File: config.mk
export PLATFORM = sky130hd
export DESIGN_NAME = updown_seq_ctrl_flat
export DESIGN_NICKNAME = d
export VERILOG_FILES = /design/src/rtl/updown_seq_ctrl_if.sv /design/src/rtl/updown_seq_ctrl.sv /design/src/flat_wrapper.sv
export SDC_FILE = /design/constraint.sdc
export NUM_CORES = 1
export LEC_CHECK = 0
export CORE_UTILIZATION = 50
export DETAILED_ROUTE_END_ITERATION = 8
export DONT_BUFFER_PORTS = 1
export GPL_ROUTABILITY_DRIVEN = 0
export GPL_TIMING_DRIVEN = 0
export PLACE_DENSITY = 0.69
export SYNTH_ARGS = -nofsm -noshare
export SYNTH_HDL_FRONTEND = slang
export SYNTH_SLANG_ARGS = --single-unit
File: constraint.sdc
create_clock -name CLK -period 3.4 [get_ports CLK]
set_clock_uncertainty 0.05 [all_clocks]
set_input_delay 0.68 -clock CLK [delete_from_list [all_inputs] [get_ports CLK]]
set_output_delay 0.68 -clock CLK [all_outputs]
set_load 0.005 [all_outputs]
File: src/rtl/updown_seq_ctrl_if.sv
// Control/status bundle for the up/down phase sequencer.
// The master side drives the start, enable and limit controls.
// The slave side is the sequencer, which returns counters and status.
interface updown_seq_ctrl_if #(
    parameter int W = 8
);
    logic         CE;
    logic         START;
    logic         STOP;
    logic         MODE;
    logic         USE_DEF;
    logic [W-1:0] UP_LIM;
    logic [W-1:0] DN_LOAD;
    logic [W-1:0] inc;
    logic [W-1:0] dec;
    logic [1:0]   phase;
    logic         busy;
    logic         done;
    logic [W-1:0] pass_cnt;

    modport master (
        output CE, START, STOP, MODE, USE_DEF, UP_LIM, DN_LOAD,
        input  inc, dec, phase, busy, done, pass_cnt
    );

    modport slave (
        input  CE, START, STOP, MODE, USE_DEF, UP_LIM, DN_LOAD,
        output inc, dec, phase, busy, done, pass_cnt
    );
endinterface

File: src/rtl/updown_seq_ctrl.sv
// Up/down phase sequencer.
// UP phase: inc counts from 0 to the latched limit.
// DOWN phase: dec is loaded and counts to 0.
// At the end of each pass, done pulses and pass_cnt advances. The sequencer
// then stops (one-shot) or starts another pass (continuous).
// All counting advances only on CE cycles. Every output is a register.
module updown_seq_ctrl #(
    parameter int W      = 8,
    parameter int DEF_UP = 6,
    parameter int DEF_DN = 3
) (
    input  logic              CLK,
    input  logic              RST,
    updown_seq_ctrl_if.slave  bus
);

    typedef enum logic [1:0] {
        IDLE = 2'd0,
        UP   = 2'd1,
        DOWN = 2'd2
    } phase_t;

    phase_t       state;
    logic [W-1:0] inc_q;
    logic [W-1:0] dec_q;
    logic [W-1:0] pass_q;
    logic [W-1:0] lim;
    logic [W-1:0] ld;
    logic         mode_q;
    logic         busy_q;
    logic         done_q;

    // Sequencer FSM and counters: RST first, then STOP, then per-phase CE work.
    always_ff @(posedge CLK) begin
        if (RST) begin
            // NOTE: non-blocking assignments here. Every register then samples
            // the pre-edge values, so the ordering of these statements does not matter.
            state  <= IDLE;
            inc_q  <= '0;
            dec_q  <= '0;
            pass_q <= '0;
            lim    <= '0;
            ld     <= '0;
            mode_q <= 1'b0;
            busy_q <= 1'b0;
            done_q <= 1'b0;
        end else begin
            done_q <= 1'b0;
            if (bus.STOP) begin
                // Abort leaves pass_cnt intact. It is cleared only by the next START.
                state  <= IDLE;
                inc_q  <= '0;
                dec_q  <= '0;
                busy_q <= 1'b0;
            end else begin
                case (state)
                    IDLE: begin
                        inc_q <= '0;
                        dec_q <= '0;
                        if (bus.START) begin
                            state  <= UP;
                            busy_q <= 1'b1;
                            mode_q <= bus.MODE;
                            lim    <= (bus.USE_DEF && bus.UP_LIM == '0)
                                      ? W'(DEF_UP) : bus.UP_LIM;
                            ld     <= (bus.USE_DEF && bus.DN_LOAD == '0)
                                      ? W'(DEF_DN) : bus.DN_LOAD;
                            pass_q <= '0;
                        end
                    end
                    UP: begin
                        if (bus.CE) begin
                            if (inc_q < lim) begin
                                inc_q <= inc_q + W'(1);
                            end else begin
                                state <= DOWN;
                                dec_q <= ld;
                            end
                        end
                    end
                    DOWN: begin
                        if (bus.CE) begin
                            if (dec_q != '0) begin
                                dec_q <= dec_q - W'(1);
                            end else begin
                                done_q <= 1'b1;
                                pass_q <= pass_q + W'(1);
                                inc_q  <= '0;
                                if (mode_q) begin
                                    state <= UP;
                                end else begin
                                    state  <= IDLE;
                                    busy_q <= 1'b0;
                                end
                            end
                        end
                    end
                    default: begin
                        state  <= IDLE;
                        inc_q  <= '0;
                        dec_q  <= '0;
                        busy_q <= 1'b0;
                    end
                endcase
            end
        end
    end

    assign bus.inc      = inc_q;
    assign bus.dec      = dec_q;
    assign bus.phase    = state;
    assign bus.busy     = busy_q;
    assign bus.done     = done_q;
    assign bus.pass_cnt = pass_q;

endmodule

File: src/flat_wrapper.sv
// flat-port wrapper written by rule: the top's interface ports become plain ports
module updown_seq_ctrl_flat 
#(
    parameter int W      = 8,
    parameter int DEF_UP = 6,
    parameter int DEF_DN = 3
)
  (CLK, RST, bus_CE, bus_START, bus_STOP, bus_MODE, bus_USE_DEF, bus_UP_LIM, bus_DN_LOAD, bus_inc, bus_dec, bus_phase, bus_busy, bus_done, bus_pass_cnt);
  updown_seq_ctrl_if #(.W(W)) bus_i ();
  input  logic CLK;
  input  logic RST;
  input wire logic [$bits(bus_i.CE)-1:0] bus_CE;
  input wire logic [$bits(bus_i.START)-1:0] bus_START;
  input wire logic [$bits(bus_i.STOP)-1:0] bus_STOP;
  input wire logic [$bits(bus_i.MODE)-1:0] bus_MODE;
  input wire logic [$bits(bus_i.USE_DEF)-1:0] bus_USE_DEF;
  input wire logic [$bits(bus_i.UP_LIM)-1:0] bus_UP_LIM;
  input wire logic [$bits(bus_i.DN_LOAD)-1:0] bus_DN_LOAD;
  output wire logic [$bits(bus_i.inc)-1:0] bus_inc;
  output wire logic [$bits(bus_i.dec)-1:0] bus_dec;
  output wire logic [$bits(bus_i.phase)-1:0] bus_phase;
  output wire logic [$bits(bus_i.busy)-1:0] bus_busy;
  output wire logic [$bits(bus_i.done)-1:0] bus_done;
  output wire logic [$bits(bus_i.pass_cnt)-1:0] bus_pass_cnt;
  assign bus_i.CE = bus_CE;
  assign bus_i.START = bus_START;
  assign bus_i.STOP = bus_STOP;
  assign bus_i.MODE = bus_MODE;
  assign bus_i.USE_DEF = bus_USE_DEF;
  assign bus_i.UP_LIM = bus_UP_LIM;
  assign bus_i.DN_LOAD = bus_DN_LOAD;
  assign bus_inc = bus_i.inc;
  assign bus_dec = bus_i.dec;
  assign bus_phase = bus_i.phase;
  assign bus_busy = bus_i.busy;
  assign bus_done = bus_i.done;
  assign bus_pass_cnt = bus_i.pass_cnt;
  updown_seq_ctrl #(.W(W), .DEF_UP(DEF_UP), .DEF_DN(DEF_DN)) u_core (.CLK(CLK), .RST(RST), .bus(bus_i));
endmodule
## Word-level counts from Yosys, hierarchy flattened

Cells that the tools add are included.

- Flip-flop bits (word level): 45
- Bits of input ports: 23
- Output and inout port bits: 28

- $add $sub $neg: 3
- Order comparisons: 1
- Equality and inequality tests: 10
- Multiplexer cells: 29
- Bitwise operators: 4
- Reductions and logical operators: 15

Operators with widths:

| operator | number |
|---|---|
| $mux 8 | 13 |
| $pmux 8 s2 | 3 |
| $add 8x1->8 const B | 2 |
| $logic_not 8->1 | 2 |
| $reduce_and 5->1 | 3 |
| $ne 2x2->1 const B | 6 |
| $mux 2 | 5 |
| $lt 8x8->1 | 1 |
| $reduce_and 4->1 | 2 |
| $reduce_bool 8->1 | 1 |
| $sub 8x1->8 const B | 1 |
| $mux 1 | 6 |
| $pmux 2 s3 | 1 |
| $ne 2x1->1 const B | 2 |
| $not 1->1 | 4 |
| $reduce_or 4->1 | 1 |
| $pmux 1 s3 | 1 |
| $reduce_and 3->1 | 1 |
| $eq 2x1->1 const B | 1 |
| $eq 2x2->1 const B | 1 |
| $logic_and 1x1->1 | 2 |
| $logic_not 2->1 | 1 |
| $reduce_bool 2->1 | 1 |
| $reduce_or 2->1 | 1 |

## Depth between registers and ports, before layout

Gate-level depths: netlist of the first run.

- Depth after elaboration: 4
- Depth in mapped cells: 8
- Mapped depth without buffers: 7

## Worst setup path after synthesis of the first run

No wires, ideal clock.

- Path kind: register to register
- Start: register u_core.inc_q[1] (netlist: u_core.bus.inc[1])
- End: register u_core.inc_q[3] (netlist: u_core.bus.inc[3])
- Library setup time: 0.122 ns
- Arrival: 1.838 ns
- Required time: 3.228 ns
- Path slack: 1.390 ns
- Cell stages (with the launch flop): 7
- Cell sequence: dfxtp_1 > ha_1 > a2111o_1 > a211oi_2 > buf_6 > nand2_2 > a311o_1

- Cells in the longest elaborated chain, start to end: 4
- Elaborated cells between the ends (all ways): 7
- Classes of those cells: add/sub: 1; order compare: 1; eq/ne: 1; mux: 3; reduce/logical: 1

Ends and longest elaborated chain:

| item | RTL line | text |
|---|---|---|
| start: declaration | updown_seq_ctrl.sv:24 | `logic [W-1:0] inc_q;` |
| start signal: assignment | updown_seq_ctrl.sv:74 | `inc_q <= inc_q + W'(1);` |
| $add 8x1->8 | updown_seq_ctrl.sv:74 |  |
| $mux 8 | updown_seq_ctrl.sv:73 | `if (inc_q < lim) begin` |
| $mux 8 | updown_seq_ctrl.sv:72 | `if (bus.CE) begin` |
| $pmux 8 s2 | updown_seq_ctrl.sv:56 | `case (state)` |

Parallel ways exist; a longest one is shown, timed or not. The select of a mux whose other input is x is not followed.
A chain may end at the register's enable or synchronous reset.

## Worst setup path in the final report of the first run

- Start: register u_core.state[1] (netlist: u_core.bus.phase[1])
- End: register u_core.dec_q[3] (netlist: u_core.bus.dec[3])

- Cells in the longest elaborated chain, start to end: 3
- Elaborated cells between the ends (all ways): 8
- Classes of those cells: eq/ne: 6; mux: 1; reduce/logical: 1

Ends and longest elaborated chain:

| item | RTL line | text |
|---|---|---|
| start: declaration | updown_seq_ctrl.sv:23 | `phase_t state;` |
| start signal: assignment | updown_seq_ctrl.sv:38 | `state <= IDLE;` |
| start signal: assignment | updown_seq_ctrl.sv:51 | `state <= IDLE;` |
| start signal: assignment | updown_seq_ctrl.sv:61 | `state <= UP;` |
| $eq 2x2->1 or $eq 2x1->1 (tied branches) | updown_seq_ctrl.sv:56 |  |
| $ne 2x1->1 (no source line) or $ne 2x2->1 (tied branches) | - |  |
| $reduce_and 4->1 (no source line) | - |  |
| end signal: assignment | updown_seq_ctrl.sv:77 | `dec_q <= ld;` |
| end signal: assignment | updown_seq_ctrl.sv:84 | `dec_q <= dec_q - W'(1);` |
| end: declaration | updown_seq_ctrl.sv:25 | `logic [W-1:0] dec_q;` |

Parallel ways exist; a longest one is shown, timed or not.

==> flow_summary.yaml, run 1 <==
critical_path:
  critPathTopFamily: "compound AO/OA/AOI/OAI gates"
  endpoint_kind: "register"
  path_class: "register to register"
  critPathMaxStageDelay_ns: 0.55
  path_cells: "inv_1, ha_1, clkbuf_1, o2111a_1, a21boi_1, nor3_1, o221a_2"
  crit_required_ns: 3.56
  path_max_fanout: 8
  slowest_stage: "a21boi_1"
  critical_path_buf_inv_count: 2
  cp.arrival_ns: 2.46
  r2r-start: "u_core.bus.phase[1]"
  r2r-end: "u_core.bus.dec[3]"
  r2r_cells: 7
  rrSetupSlack_ns: 1.10
  critPathLaunchType: "register"
cells_and_area:
  antenna_cells: 0
  num-fill-cells: 466
  drive_above_1_share_pct: 9.27
  design_area_mm2: 0.00271
  nets: 350
  area_growth_pct: 8.15
sta:
  maxSlewHeadroom_pct: 52.3
  max_freq_mhz: 435
  setup_violations: 0
  period_minus_slack_ns: 2.30
  hold_viol_final: 0
  worstMarginPinSlew_ns: 0.714
  rsz0062_at_grt: "false"
  slew_violations: 0
  period_share_pct: 67.6
  setup_tns_ns: 0
  setup_slack_ns: 1.10
clocking:
  ctsResizeCount: 0
  hold_buffers: 0
  htree_levels: 2
  postCtsSetupRepairBufs: 0
  cts_buffers: 5
  cts_root_buf: "clkbuf_8"
  worstSkewPairLatency_ns: 0.30
  cts_tree: "yes"
  path_clk_slew_ns: 0.09
  clock_path_buffers: 2
  cts.sinks: 45
placement:
  hpwlAfterDp_mm: 4.55
  place_area_mm2: 0.00259
  port_buffers: 0
  place_ws_ns: 1.13
logic_synthesis:
  synth_top_family_by_area: "compound AO/OA/AOI/OAI gates"
  seq_area_frac_synth_pct: 36.0
  yosysUniqueCellTypes: 56
  syn_inst: 305
  synth_warnings: 0
  synthAdderAreaFrac_pct: 7.50
  synthXorXnorAreaFrac_pct: 3.50
  ys_seq_elements: 45
  syn_area_mm2: 0.00250
  muxShareOfSynthArea_pct: 0.400
  avgSynthCellArea_um2: 8.20
  yosys.area_share.simple_pct: 23.5
  synth-edff-count: 0
  ys.flop_type: "dfxtp_1"
  synth_compound_area_share_pct: 24.1
  synthesis.nets: 343
  async_flop_share_pct: 0
detailed_routing:
  first_pass_iters: 4
  num_vias: 2255
  drt-initial-drc-count: 179
  wl_per_cell_um: 15.9
  viasPerCell: 5.93
  ant_nets: 0
  drc: 0
  wl_mm: 6.03
status:
  status: "finished clean"
floorplanning:
  io_pins: 51
  chipWidth_um: 72.7
  fp.coreArea_mm2: 0.00475
  fp-row-count: 25
  die_area_mm2: 0.00529
  start_util_pct: 52.6
  die_h_um: 72.7
job:
  cap_violations: 0
grt:
  grt_usage_pct: 24.5
  grt_max_degree: 15
  grt_pass1_wl_mm: 10.1
  grt_pass1_vias: 2213
  antenna_found_initial: 0
  globalRoute.totalOverflow: 0
pwr:
  p_per_area_mw_per_mm2: 443
  ir_drop_mv: 0.248
  p_leak_nw: 0.986
hold_path:
  whs_path_depth: 2
  min_to: "u_core.lim[4]"
  hold_class: "register to register"
  hp-start: "u_core.lim[4]"
[cell usage after synthesis (4+ instances only)]
| library cell | number | share of area [%] |
|---|---|---|
| nand2_1 | 43 | 6.4 |
| nor4_1 | 5 | 1.3 |
| nand4_1 | 7 | 1.7 |
| nor3_1 | 11 | 2.2 |
| clkbuf_1 | 9 | 1.3 |
| dfxtp_1 | 45 | 36 |
| nand3_1 | 6 | 1.2 |
| ha_1 | 15 | 7.5 |
| o21ai_0 | 10 | 2.0 |
| inv_1 | 20 | 3.0 |
| a31oi_1 | 10 | 2.5 |
| a21oi_1 | 27 | 5.4 |
| nor2_1 | 18 | 2.7 |
| xnor2_1 | 10 | 3.5 |
| a22oi_1 | 4 | 1.2 |
| a211oi_1 | 5 | 1.5 |
[cell usage in the layout, fill, tap and decap left out, types with 3 or more instances in the layout]
cell type / count
a211oi_1: 5
a21o_1: 3
a21o_2: 3
a21oi_1: 27
a22oi_1: 4
a31oi_1: 10
and2_1: 3
clkbuf_1: 9
clkbuf_8: 6
dfxtp_1: 45
ha_1: 15
inv_1: 20
nand2_1: 43
nand3_1: 6
nand4_1: 7
nor2_1: 18
nor2b_1: 3
nor3_1: 11
nor4_1: 5
o21ai_0: 10
or2_2: 3
xnor2_1: 10
[registers in the layout, summed over array words and instances (netlist names)]
name                 cells
u_core.bus.pass_cnt      8
u_core.mode_q            1
u_core.ld                8
u_core.lim               8
u_core.bus.done          1
u_core.bus.phase         2
u_core.bus.dec           8
u_core.bus.busy          1
u_core.bus.inc           8
[worst max-delay path by stage]
| stage | startpoint | endpoint | slack, ns | depth (start not counted) |
|---|---|---|---|---|
| detailed placement | u_core.bus.inc[5] | u_core.bus.dec[4] | 1.13 | 6 |
| finish | u_core.bus.phase[1] | u_core.bus.dec[3] | 1.10 | 7 |
| floorplan | u_core.bus.inc[1] | u_core.bus.inc[3] | 1.39 | 6 |
| global placement | u_core.bus.phase[1] | u_core.bus.dec[4] | 1.14 | 7 |
| global route | u_core.bus.phase[1] | u_core.bus.dec[3] | 0.85 | 7 |
| CTS | u_core.bus.inc[5] | u_core.bus.dec[4] | 1.12 | 6 |
[cell families (layout without fill, tap and decap cells)]
| family | count (synthesis) | after routing |
|---|---|---|
| and+or+nand+nor | 115 | 115 |
| AOI/OAI and AO/OA | 88 | 88 |
| DFF | 45 | 45 |
| buffers and inverters | 31 | 39 |
| adders and majority gates | 15 | 15 |
| xor gates and xnor gates | 10 | 10 |
| muxes | 1 | 1 |
[report_power, final]
part	switching [mW]	internal, mW
sequential	0.0305	0.550
clock	0.194	0.239
combinational	0.111	0.0742
[layout make-up]
class | instances | area (um^2) | share of cell area, %
buffer | 11 | 50.0 | 1.85
clock buffer | 6 | 82.6 | 3.05
clock inverter | 2 | 37.5 | 1.39
inverter | 20 | 75.1 | 2.77
multi-input combinational | 229 | 1480 | 54.6
sequential | 45 | 901 | 33.3
tap | 67 | 83.8 | 3.10
[layer usage]
metal,global-route usage [%],up-vias,part of all wire (%)
met5,0,-,0
met4,5.66,0,0.80
met3,7.73,5,7.5
met2,39.8,75,47
met1,31.7,1051,45
li1,-,1124,-
[per-stage QoR]
step	hold slack (ns)	total power [mW]	std cells	utilization, %
floorplan	0.386	0.730	305	-
global placement	0.394	0.770	372	54.4
detailed placement	0.397	0.774	372	54.4
CTS	0.410	1.20	380	56.9
global route	0.428	1.25	380	56.9
finish	0.408	1.20	380	56.9
[worst register-to-register path: stages (launching register included)]
cell      delay, ns
dfxtp_1        0.37
inv_1          0.10
ha_1           0.14
clkbuf_1       0.32
o2111a_1       0.26
a21boi_1       0.55
nor3_1         0.14
o221a_2        0.28
(Power assumes the default switching activity.)
==> inputs of run 2 (changes only) <==
--- a/config.mk
+++ b/config.mk
@@ -10,7 +10,7 @@
 export DONT_BUFFER_PORTS = 1
 export GPL_ROUTABILITY_DRIVEN = 0
 export GPL_TIMING_DRIVEN = 0
-export PLACE_DENSITY = 0.69
+export PLACE_DENSITY = 0.72
 export SYNTH_ARGS = -nofsm -noshare
 export SYNTH_HDL_FRONTEND = slang
 export SYNTH_SLANG_ARGS = --single-unit
==> constraint.sdc (replaced) <==
create_clock -name CLK -period 2.08 [get_ports CLK]
set_clock_uncertainty 0.05 [all_clocks]
set_input_delay 0.416 -clock CLK [delete_from_list [all_inputs] [get_ports CLK]]
set_output_delay 0.416 -clock CLK [all_outputs]
set_load 0.005 [all_outputs]
==> run 2 against run 1 <==
Effect of this change: worst setup slack worse by 1.0 ns; core utilization up 4.8 points; sequential share of layout area down 1.9 points; flip-flop and latch count unchanged; via count up 5.1%; power up 67%; critical path depth is 1 higher; first-iteration DRC count rose by 16%; die area unchanged; largest cell class unchanged; largest power group unchanged.
==> flow_summary.yaml, run 2 (synthesized netlist as in run 1, its figures left out) <==
status:
  status: "finished clean"
cells_and_area:
  area_growth_pct: 17.4
  antenna_cells: 0
  final_cell_mix: "43 x nand2_1, 35 x dfxtp_1, 25 x a21oi_1"
  num-fill-cells: 436
  design_area_mm2: 0.00294
  nets: 354
  mostFrequentLayoutCell: "nand2_1"
  drive_above_1_share_pct: 20.8
floorplanning:
  fp.coreArea_mm2: 0.00475
  start_util_pct: 52.6
  die_area_mm2: 0.00529
  io_pins: 51
  chipWidth_um: 72.7
  die_h_um: 72.7
  fp-row-count: 25
critical_path:
  path_class: "register to register"
  endpoint_kind: "register"
  crit_required_ns: 2.23
  cp.arrival_ns: 2.16
  r2r_cells: 8
  path_max_fanout: 8
  critPathLaunchType: "register"
job:
  cap_violations: 0
detailed_routing:
  wl_mm: 6.51
  wl_per_cell_um: 17.0
  ant_nets: 0
  drt-initial-drc-count: 208
  viasPerCell: 6.17
  first_pass_iters: 5
  drc: 0
  num_vias: 2371
pwr:
  p_seq_share_pct: 47.2
  p_leak_nw: 1.06
  p_per_area_mw_per_mm2: 684
  ir_drop_mv: 0.401
  internal_power_mw: 1.44
  power_mw: 2.01
  switching_share_pct: 28.3
  power_switching_mw: 0.568
  clkPwrFrac_pct: 35.3
  power_frac_comb_pct: 17.5
grt:
  grt_pass1_vias: 2147
  globalRoute.totalOverflow: 0
  grt_max_degree: 15
  grt_usage_pct: 24.6
  grt_pass1_wl_mm: 10.1
  antenna_found_initial: 0
sta:
  hold_viol_final: 0
  max_freq_mhz: 497
  setup_tns_ns: 0
  period_minus_slack_ns: 2.01
  period_share_pct: 96.7
  setup_slack_ns: 0.0690
  slew_violations: 0
  maxSlewHeadroom_pct: 60.0
  worstMarginPinSlew_ns: 0.600
  setup_violations: 0
placement:
  place_area_mm2: 0.00259
  place_ws_ns: -0.169
  hpwlAfterDp_mm: 4.38
  port_buffers: 0
clocking:
  htree_levels: 2
  cts_buffers: 5
  path_clk_slew_ns: 0.09
  clock_path_buffers: 2
  cts.sinks: 45
  cts_tree: "yes"
  cts_root_buf: "clkbuf_8"
  worstSkewPairLatency_ns: 0.30
  hold_buffers: 0
hold_path:
  whs_path_depth: 2
  hold_class: "primary input to register"
-- run 2: final cells by class --
class | instances | area [um^2] | area share (%)
Multi-Input combinational cell | 229 | 1610 | 54.9
Sequential cell | 45 | 921 | 31.4
Tap cell | 67 | 83.8 | 2.85
Clock buffer | 6 | 82.6 | 2.81
Inverter | 20 | 80.1 | 2.73
Timing Repair Buffer | 6 | 66.3 | 2.26
Buffer | 9 | 53.8 | 1.83
Clock inverter | 2 | 37.5 | 1.28
-- run 2: per-stage QoR --
step           hold slack (ns)  util (%)  cells
6_report                 0.187      61.8    384
5_1_grt                  0.178      61.8    384
4_1_cts                  0.185      59.1    380
3_5_place_dp             0.398      54.4    372
3_3_place_gp             0.394      54.4    372
2_1_floorplan            0.386         -    305
-- run 2: metal layers --
layer / global-route usage, % / vias to the layer above / wire, um
li1: - / 1132 / -
met4: 9.15 / 0 / 219
met1: 31.5 / 1120 / 2860
met5: 0 / - / 0
met2: 39.5 / 95 / 2990
met3: 6.77 / 24 / 441
-- run 2: final timing paths --
kind                                         from           endpoint  slack [ns]
worst max register to register  u_core.bus.dec[0]  u_core.bus.inc[4]        0.07
worst max-delay path            u_core.bus.dec[0]  u_core.bus.inc[4]        0.07
worst min-delay path                bus_UP_LIM[4]      u_core.lim[4]        0.19
worst min register to register      u_core.lim[6]      u_core.lim[6]        0.41
-- run 2: power by group through the flow --
stage / clock network [mW] / logic [mW] / registers, mW
2_1_floorplan: 0 / 0.240 / 0.953
3_3_place_gp: 0 / 0.293 / 0.965
3_5_place_dp: 0 / 0.296 / 0.966
4_1_cts: 0.710 / 0.326 / 0.946
5_1_grt: 0.743 / 0.385 / 0.956
6_report: 0.708 / 0.352 / 0.948
-- run 2: timing repair --
| action | in CTS | in global routing |
|---|---|---|
| endpoints found under the setup margin | 36 | 35 |
| pin swaps | 5 | 6 |
| setup buffers | 2 | 3 |
| resized for setup | 20 | 30 |
| cloned | 0 | 1 |
| endpoints found under the hold margin | 0 | 0 |
-- run 2: critical path: stages, from the launching register on --
cell and delay, ns:
dfxtp_4 0.39, inv_4 0.07, ha_4 0.12, nor4b_4 0.29, a31oi_4 0.19, buf_8 0.18, o21ai_4 0.24, nand4_1 0.13
a31o_2 0.25
==> inputs of run 3 (changes only) <==
==> constraint.sdc (replaced) <==
create_clock -name CLK -period 1.82 [get_ports CLK]
set_clock_uncertainty 0.05 [all_clocks]
set_input_delay 0.364 -clock CLK [delete_from_list [all_inputs] [get_ports CLK]]
set_output_delay 0.364 -clock CLK [all_outputs]
set_load 0.005 [all_outputs]
==> run 3 against run 2 <==
Effect of this change: the run now ends with negative setup slack left; flip-flop and latch count is the same; register-to-register slack lost 0.27 ns; sequential share of layout area shrank 3.6 points; cell count grew 3.6%; first-iteration DRC count shrank 26%; clock power grew 5.6%; largest power group unchanged.
==> flow_summary.yaml, run 3 (synthesized netlist as in run 1, its figures left out) <==
pwr:
  p_per_area_mw_per_mm2: 706
  p_leak_nw: 1.19
  switching_share_pct: 29.6
  power_frac_comb_pct: 22.7
  p_seq_share_pct: 45.8
  ir_drop_mv: 0.508
  internal_power_mw: 1.67
  power_mw: 2.37
  power_switching_mw: 0.704
  clkPwrFrac_pct: 31.5
clocking:
  cts_root_buf: "clkbuf_8"
  worstSkewPairLatency_ns: 0.31
  cts_buffers: 5
  cts_tree: "yes"
  hold_buffers: 0
  cts.sinks: 45
  htree_levels: 2
  path_clk_slew_ns: 0.09
  clock_path_buffers: 2
sta:
  setup_violations: 26
  slew_violations: 0
  period_minus_slack_ns: 2.02
  setup_slack_ns: -0.200
  max_freq_mhz: 495
  worstMarginPinSlew_ns: 0.588
  hold_viol_final: 0
  hold_slack_ns: 0.128
  rsz0062_at_grt: "true"
  period_share_pct: 111
  maxSlewHeadroom_pct: 60.8
  setup_tns_ns: -2.48
floorplanning:
  fp.coreArea_mm2: 0.00475
  die_h_um: 72.7
  die_area_mm2: 0.00529
  chipWidth_um: 72.7
  io_pins: 51
  fp-row-count: 25
  start_util_pct: 52.6
hold_path:
  hold_class: "primary input to register"
  whs_path_depth: 2
cells_and_area:
  final_cell_mix: "41 x nand2_1, 30 x dfxtp_1, 22 x a21oi_1"
  seqCellArea_um2: 935
  design_area_mm2: 0.00336
  fin_util_pct: 70.7
  nets: 368
  multi_input_area_mm2: 0.00187
  num-fill-cells: 337
  area_growth_pct: 34.4
  drive_above_1_share_pct: 33.8
  antenna_cells: 0
  mostFrequentLayoutCell: "nand2_1"
critical_path:
  worstSetupStartpoint: "u_core.bus.inc[1]"
  cp.depth: 6
  endpoint_kind: "register"
  critical_path_buf_inv_count: 1
  path_max_fanout: 7
  path_class: "register to register"
  cp.arrival_ns: 2.18
  slowest_stage: "a2111o_1"
  path_cells: "ha_4, a2111o_1, a211oi_4, buf_6, nand4_1, a31o_2"
  r2r-end: "u_core.bus.inc[4]"
  rrSetupSlack_ns: -0.20
  r2r-start: "u_core.bus.inc[1]"
  crit_required_ns: 1.98
  r2r_cells: 6
  critPathTopFamily: "compound AO/OA/AOI/OAI gates"
  critPathMaxStageDelay_ns: 0.45
  critPathCapture: "u_core.bus.inc[4]"
  critPathLaunchType: "register"
grt:
  globalRoute.totalOverflow: 0
  grt_pass1_wl_mm: 10.7
  grt_pass1_vias: 2312
  grt_usage_pct: 25.9
  grt_max_degree: 14
  antenna_found_initial: 0
detailed_routing:
  wl_per_cell_um: 18.2
  drt-initial-drc-count: 154
  ant_nets: 0
  viasPerCell: 6.20
  num_vias: 2469
  first_pass_iters: 4
  drc: 0
  wl_mm: 7.25
status:
  status: "finished, violations left"
  violations: "negative setup slack"
job:
  cap_violations: 0
placement:
  place_area_mm2: 0.00263
  hpwlAfterDp_mm: 4.49
  port_buffers: 0
run 3: cell type report:
cell class | count | area share [%]
Inverter | 20 | 2.46
Multi-Input combinational cell | 229 | 55.5
Buffer | 9 | 1.67
Tap cell | 67 | 2.49
Sequential cell | 45 | 27.8
Timing Repair Buffer | 20 | 6.81
Clock buffer | 8 | 3.31
run 3: power by group through the flow:
stage                     logic (mW)  clock network (mW)  registers (mW)
final                          0.540               0.748            1.09
after global routing           0.578               0.803            1.10
after CTS                      0.425               0.742            1.08
after detailed placement       0.345                   0            1.10
after global placement         0.341                   0            1.10
after floorplan                0.280                   0            1.09
run 3: metal layers:
layer	global-route usage [%]	routed length [um]
met5	0	0
met4	6.75	175
met3	6.77	484
met2	45.3	3610
met1	31.4	2980
run 3: worst min-delay path by stage:
stage / startpoint / endpoint / slack [ns]
finish: bus_UP_LIM[5] / u_core.lim[5] / 0.13
global route: bus_DN_LOAD[7] / u_core.ld[7] / 0.13
floorplan: u_core.lim[3] / u_core.lim[3] / 0.39
CTS: bus_UP_LIM[0] / u_core.lim[0] / 0.14
global placement: u_core.lim[5] / u_core.lim[5] / 0.40
detailed placement: u_core.lim[3] / u_core.lim[3] / 0.40
run 3: timing repair:
item                       4_1_cts  5_1_grt
pin swaps                       11       26
gates resized for setup         54       56
setup endpoints to repair       42       36
buffers inserted                 9       10
gates cloned                     1        0
run 3: through the flow:
step	std cells	worst slack, ns
6_report	398	-0.200
5_1_grt	398	-0.280
4_1_cts	388	-0.157
3_5_place_dp	372	-0.502
3_3_place_gp	372	-0.448
2_1_floorplan	305	-0.135
